$ cat src/rtl/fetch_unit.sv
// fetch_unit: fetch PC generator feeding a small in-order fetch queue.
// Instructions are registered into the queue, so decode sees a fetch one cycle after it completes.
module fetch_unit #(
    parameter int                         INST_WIDTH      = 32,
    parameter int                         INST_ADDR_WIDTH = 32,
    parameter int                         FIFO_DEPTH      = 4,
    parameter logic [INST_ADDR_WIDTH-1:0] RESET_PC        = '0
) (
    input  logic                          cpu_clk,
    input  logic                          cpu_rst_n,
    output logic [INST_ADDR_WIDTH-1:0]    imem_addr,
    output logic                          imem_req,
    input  logic [INST_WIDTH-1:0]         imem_rdata,
    input  logic                          imem_hazard,
    input  logic                          redirect_valid,
    input  logic [INST_ADDR_WIDTH-1:0]    redirect_pc,
    output logic                          fetch_valid,
    input  logic                          fetch_ready,
    output logic [INST_ADDR_WIDTH-1:0]    fetch_pc,
    output logic [INST_ADDR_WIDTH-1:0]    fetch_pc_plus_4,
    output logic [INST_WIDTH-1:0]         fetch_inst,
    output logic [$clog2(FIFO_DEPTH):0]   fifo_count
);
    localparam int PW = $clog2(FIFO_DEPTH);
    localparam int CW = PW + 1;

    logic [INST_ADDR_WIDTH-1:0] pc_q;
    logic [PW-1:0]              rd_ptr_q;
    logic [PW-1:0]              wr_ptr_q;
    logic [CW-1:0]              count_q;

    logic [INST_ADDR_WIDTH-1:0] mem_pc   [FIFO_DEPTH];
    logic [INST_WIDTH-1:0]      mem_inst [FIFO_DEPTH];

    logic                       full;
    logic                       accept;
    logic                       pop;
    logic [INST_ADDR_WIDTH-1:0] redirect_target;

    assign full            = (count_q == CW'(FIFO_DEPTH));
    assign pop             = fetch_valid & fetch_ready;
    assign redirect_target = redirect_pc & ~INST_ADDR_WIDTH'(3);

    // Reset only gates the request pin; state flops already ignore accept while in reset.
    assign imem_req  = cpu_rst_n & ~full;
    assign accept    = ~full & ~imem_hazard & ~redirect_valid;
    assign imem_addr = pc_q;

    always_ff @(posedge cpu_clk or negedge cpu_rst_n) begin
        if (!cpu_rst_n) begin
            pc_q     <= RESET_PC;
            rd_ptr_q <= '0;
            wr_ptr_q <= '0;
            count_q  <= '0;
        end else if (redirect_valid) begin
            pc_q     <= redirect_target;
            rd_ptr_q <= '0;
            wr_ptr_q <= '0;
            count_q  <= '0;
        end else begin
            if (accept) begin
                pc_q     <= pc_q + INST_ADDR_WIDTH'(4);
                wr_ptr_q <= wr_ptr_q + PW'(1);
            end
            if (pop) begin
                rd_ptr_q <= rd_ptr_q + PW'(1);
            end
            if (accept && !pop) begin
                count_q <= count_q + CW'(1);
            end else if (pop && !accept) begin
                count_q <= count_q - CW'(1);
            end
        end
    end

    // Queue storage carries no reset; validity is tracked by count_q alone.
    always_ff @(posedge cpu_clk) begin
        if (accept) begin
            mem_pc[wr_ptr_q]   <= pc_q;
            mem_inst[wr_ptr_q] <= imem_rdata;
        end
    end

    assign fetch_valid     = (count_q != '0);
    assign fetch_pc        = mem_pc[rd_ptr_q];
    assign fetch_inst      = mem_inst[rd_ptr_q];
    assign fetch_pc_plus_4 = fetch_pc + INST_ADDR_WIDTH'(4);
    assign fifo_count      = count_q;

endmodule

$ cat config.mk
export PLATFORM = sky130hd
export DESIGN_NAME = fetch_unit
export DESIGN_NICKNAME = d
export VERILOG_FILES = /design/src/rtl/fetch_unit.sv
export SDC_FILE = /design/constraint.sdc
export NUM_CORES = 1
export LEC_CHECK = 0
export CAP_MARGIN = 20
export CORE_MARGIN = 3
export CORE_UTILIZATION = 50
export DETAILED_ROUTE_END_ITERATION = 10
export GPL_TIMING_DRIVEN = 0
export PLACE_DENSITY_LB_ADDON = 0.2
export SLEW_MARGIN = 10
export SYNTH_ARGS = -nofsm -noshare
export SYNTH_HDL_FRONTEND = slang
export SYNTH_SLANG_ARGS = --single-unit
$ cat constraint.sdc
create_clock -name cpu_clk -period 4.46 [get_ports cpu_clk]
set_input_delay 0.892 -clock cpu_clk [delete_from_list [all_inputs] [get_ports cpu_clk]]
set_output_delay 0.892 -clock cpu_clk [all_outputs]
set_load 0.05 [all_outputs]
==> reports/summary.txt <==
====================================================================================================
Status                                                                                  finished, final reports clean
Post-route cell area                                                                       15200 um2
Startpoint types                                                                            register
Share of flip-flops with an asynchronous set or reset after synthesis                          13.0%
Lkg Pwr                                                                                   0.00516 uW
Number of enable-type register cells in the synthesized netlist                                  248
Number of setup buffers added after CTS                                                            0
Insertion delay of the later-clocked pin in the worst-skew pair                               530 ps
Post-layout minimum cycle time                                                               4320 ps
Die area                                                                                   25700 um2
Uppermost routed layer                                                                          met4
Power density over the cells                                                              616 nW/um2
Worst IR Drop VDD                                                                             431 uV
Cell type with the highest occurrence count on the critical path                               buf_6
Worst-path cell with the longest stage delay                                                  mux4_1
Router iterations before antenna repair                                                            6
GRT Util Overall                                                                               21.0%
Worst-case clock skew                                                                        18.1 ps
Final cell utilization of the core                                                             66.1%
Max incr delay on CP                                                                          480 ps
Highest attainable clock frequency                                                           231 MHz
Number of nets with antenna violations after routing                                               0
WL per Instance                                                                              21.8 um
Proportion of netlist area held by the largest area contributor                                62.6%
FILL cells                                                                                      1582
CTS root buffer                                                                            clkbuf_16
Crit path max-delay family                                                              simple AND/OR/NAND/NOR gates
WP buf/inv                                                                                         3
Maximum fanout along the worst path                                                               10
Finished Layout Cells                                                                           1230
Floorplan row count                                                                               55
Number of cells produced by synthesis                                                            662
Worst-margin pin slew                                                                        1060 ps
Residual overflow from global routing                                                              0
Cell area after synthesis                                                                  11900 um2
Most instantiated cells after synthesis                                                 248 x edfxtp_1, 50 x mux4_2, 47 x nand2_1
Top cells by area in the synthesized netlist                                            edfxtp_1 63%, mux4_2 9.5%, dfrtp_1 7.8%, mux4_1 2.7%, xor2_1 2.3%
Mean cell area of the mapped netlist                                                        18.0 um2
Type of the tightest min-delay check                                                     in -> async
Final Hold Fails                                                                                   0
Critical path endpoint category                                                          output port
First-pass GRT wire length                                                                   42.0 mm
IO Pins                                                                                          202
Vias in the first global route                                                                  7350
Last weighted congestion value of the routability-driven placer                                0.819
Most frequently used cell type in the post-synthesis netlist                                edfxtp_1
Fraction of final layout cells with drive strength greater than 1                              15.5%
Biggest area consumer among synthesized cells                                               edfxtp_1
Number of flip-flops and latches in the synthesized netlist                                      285
Unrepaired setup endpoints after global routing                                                   no
Drt drc                                                                                            0
Worst EP required                                                                            3570 ps
Yosys Warn Count                                                                                   0
Sum of routed wire length over all layers                                                    26.8 mm
Footprint of the multi-input gates                                                          3300 um2
Total Power Consumption                                                                      9360 uW
Initial antenna violation count                                                                    0
Count of port buffers added during placement                                                     193
Number of clock buffers inserted by TritonCTS                                                     28
Die Y-Extent                                                                                  160 um
Area of all sequential standard cells                                                       8370 um2
Clock-pin slew reported for the worst setup and hold paths after clock tree synthesis          60 ps
Die Wd                                                                                        160 um
Iteration-0 DRC count of the detailed router                                                     539
Total number of vias                                                                            6866
DP Wirelength                                                                                18.0 mm
Number of distinct library cells after synthesis                                                  47
Max-Slew Margin vs Limit                                                                       28.6%
CTS Hold Bufs                                                                                      0
Final max-slew violation count                                                                     0
Post-Route M1 WL                                                                             10.8 mm
Final Cycle Share                                                                              97.0%
Series of cell instances along the critical path                                        buf_6 -> buf_6 -> mux4_1 -> ha_1 -> and3_4 -> nand3_2 -> nor4_2 -> xor2_1 -> clkdlybuf4s15_2
Number of vias per cell                                                                         5.58
Met2 wire len                                                                                13.7 mm
Clock tree from TritonCTS                                                                      built
Area of the placeable core                                                                 23000 um2
Routed length on met3                                                                        1.65 mm
Largest net degree at the start of global routing                                                 54
Sequential-to-total area share from yosys stat                                                 70.4%
H-tree Lvls                                                                                        1
Post-detailed-placement cell area                                                          14400 um2
Number of cells after detailed placement                                                        1178
CP arrival                                                                                   3430 ps
Area growth, synth to finish                                                                   27.9%
Crit Path Category                                                                        reg -> out
Final-stage net count                                                                            971
CTS max path bufs                                                                                  3
Smallest hold slack                                                                           219 ps
Final antenna diode count                                                                          0
Initial cell density of the core                                                               51.7%
Ys flop type                                                                                edfxtp_1
Total of max-cap violations                                                                        0
Number of setup violations in the final report                                                     0
TritonCTS Sinks                                                                                  285
====================================================================================================
## metal layers
layer / vias up / GRT usage (%)
met4: 0 / 5.29
li1: 3091 / -
met1: 3460 / 28.4
met5: - / 0
met2: 268 / 36.1
met3: 47 / 3.32
## layout by cell type (no fill, tap or decap), types with 3 or more instances in the layout
cell and n:
nor4_4 3, xnor2_1 24, xor2_1 31, mux4_1 12, o21ai_0 31, nor4_2 7, buf_4 8, clkinv_1 6
nand3_1 21, or3_1 6, nand4_1 16, buf_6 3, clkbuf_16 29, clkbuf_2 7, nand4_4 3, edfxtp_1 248
buf_2 7, nor2_1 23, buf_16 3, inv_1 13, nand2_1 47, mux4_2 50, buf_12 3, and3_1 9
clkbuf_1 21, clkinv_2 5, a31oi_1 6, conb_1 6, ha_1 6, and2_4 4, nor3_1 7, dfrtp_1 37
dlymetal6s2s_1 5, clkdlybuf4s50_1 169, dlygate4sd2_1 10, or4_1 3
## per-stage QoR
| step | setup TNS, ps | setup WS (ps) |
|---|---|---|
| floorplan | 0 | 452 |
| global placement | -128910 | -534 |
| detailed placement | 0 | 264 |
| CTS | 0 | 3.89 |
| global route | 0 | 17.7 |
| finish | 0 | 136 |
## path summary, 6_finish.rpt
path                                from                   to  slack, ps  cells after the start
min in group cpu_clk       imem_addr[17]        mem_pc[2][17]        570                      0
hold / removal                 cpu_rst_n        imem_addr[26]        220                      1
setup reg to reg            imem_addr[2]        imem_addr[28]       1580                      6
max in group asynchronous      cpu_rst_n        imem_addr[16]       3780                      2
setup / recovery             rd_ptr_q[0]  fetch_pc_plus_4[26]        140                      9
hold reg to reg            imem_addr[17]        mem_pc[2][17]        570                      0
## timing repair
action	in CTS	in global routing
resized for setup	23	17
endpoints found under the setup margin	19	21
hold endpoints to repair	0	0
## kinds of logic after synthesis
| group | Yosys count | synth area share, % |
|---|---|---|
| AO/OA/AOI/OAI | 41 | 1.86 |
| AND/OR/NAND/NOR | 165 | 8.51 |
| multiplexers | 64 | 12.3 |
| XOR/XNOR | 55 | 4.05 |
| buffers and inverters | 44 | 2.03 |
| flip-flops | 285 | 70.4 |
| adder cells (fa/ha/maj) | 7 | 0.800 |
| other | 1 | 0.0315 |
## power by group
group	total (uW)	leakage [uW]	internal, uW	switching (uW)
sequential	3250	0.00271	3120	126
combinational	3900	0.00203	1340	2550
clock	2220	0.000426	1300	915
total	9360	0.00516	5770	3590
## flip-flops by register name (all words and copies together) (netlist names)
signal	count
mem_inst	128
wr_ptr_q	2
fifo_count	3
rd_ptr_q	2
imem_addr	30
mem_pc	120
## area by class of cell
cell class | count | area share (%)
inverter | 13 | 0.321
clock buffer | 39 | 5.02
buffer | 31 | 1.28
clock inverter | 13 | 0.708
sequential | 285 | 55.1
multi-input combinational | 338 | 21.7
tap | 313 | 2.58
timing repair buffer | 198 | 13.3
## worst register-to-register path, stage by stage, from the launching register on
cell and delay (ps):
dfrtp_1 550, ha_1 260, nand2_1 100, nor4_2 890, nand4_1 350, or4_1 480
a31oi_1 170
Power figures use the tool's default switching activity.
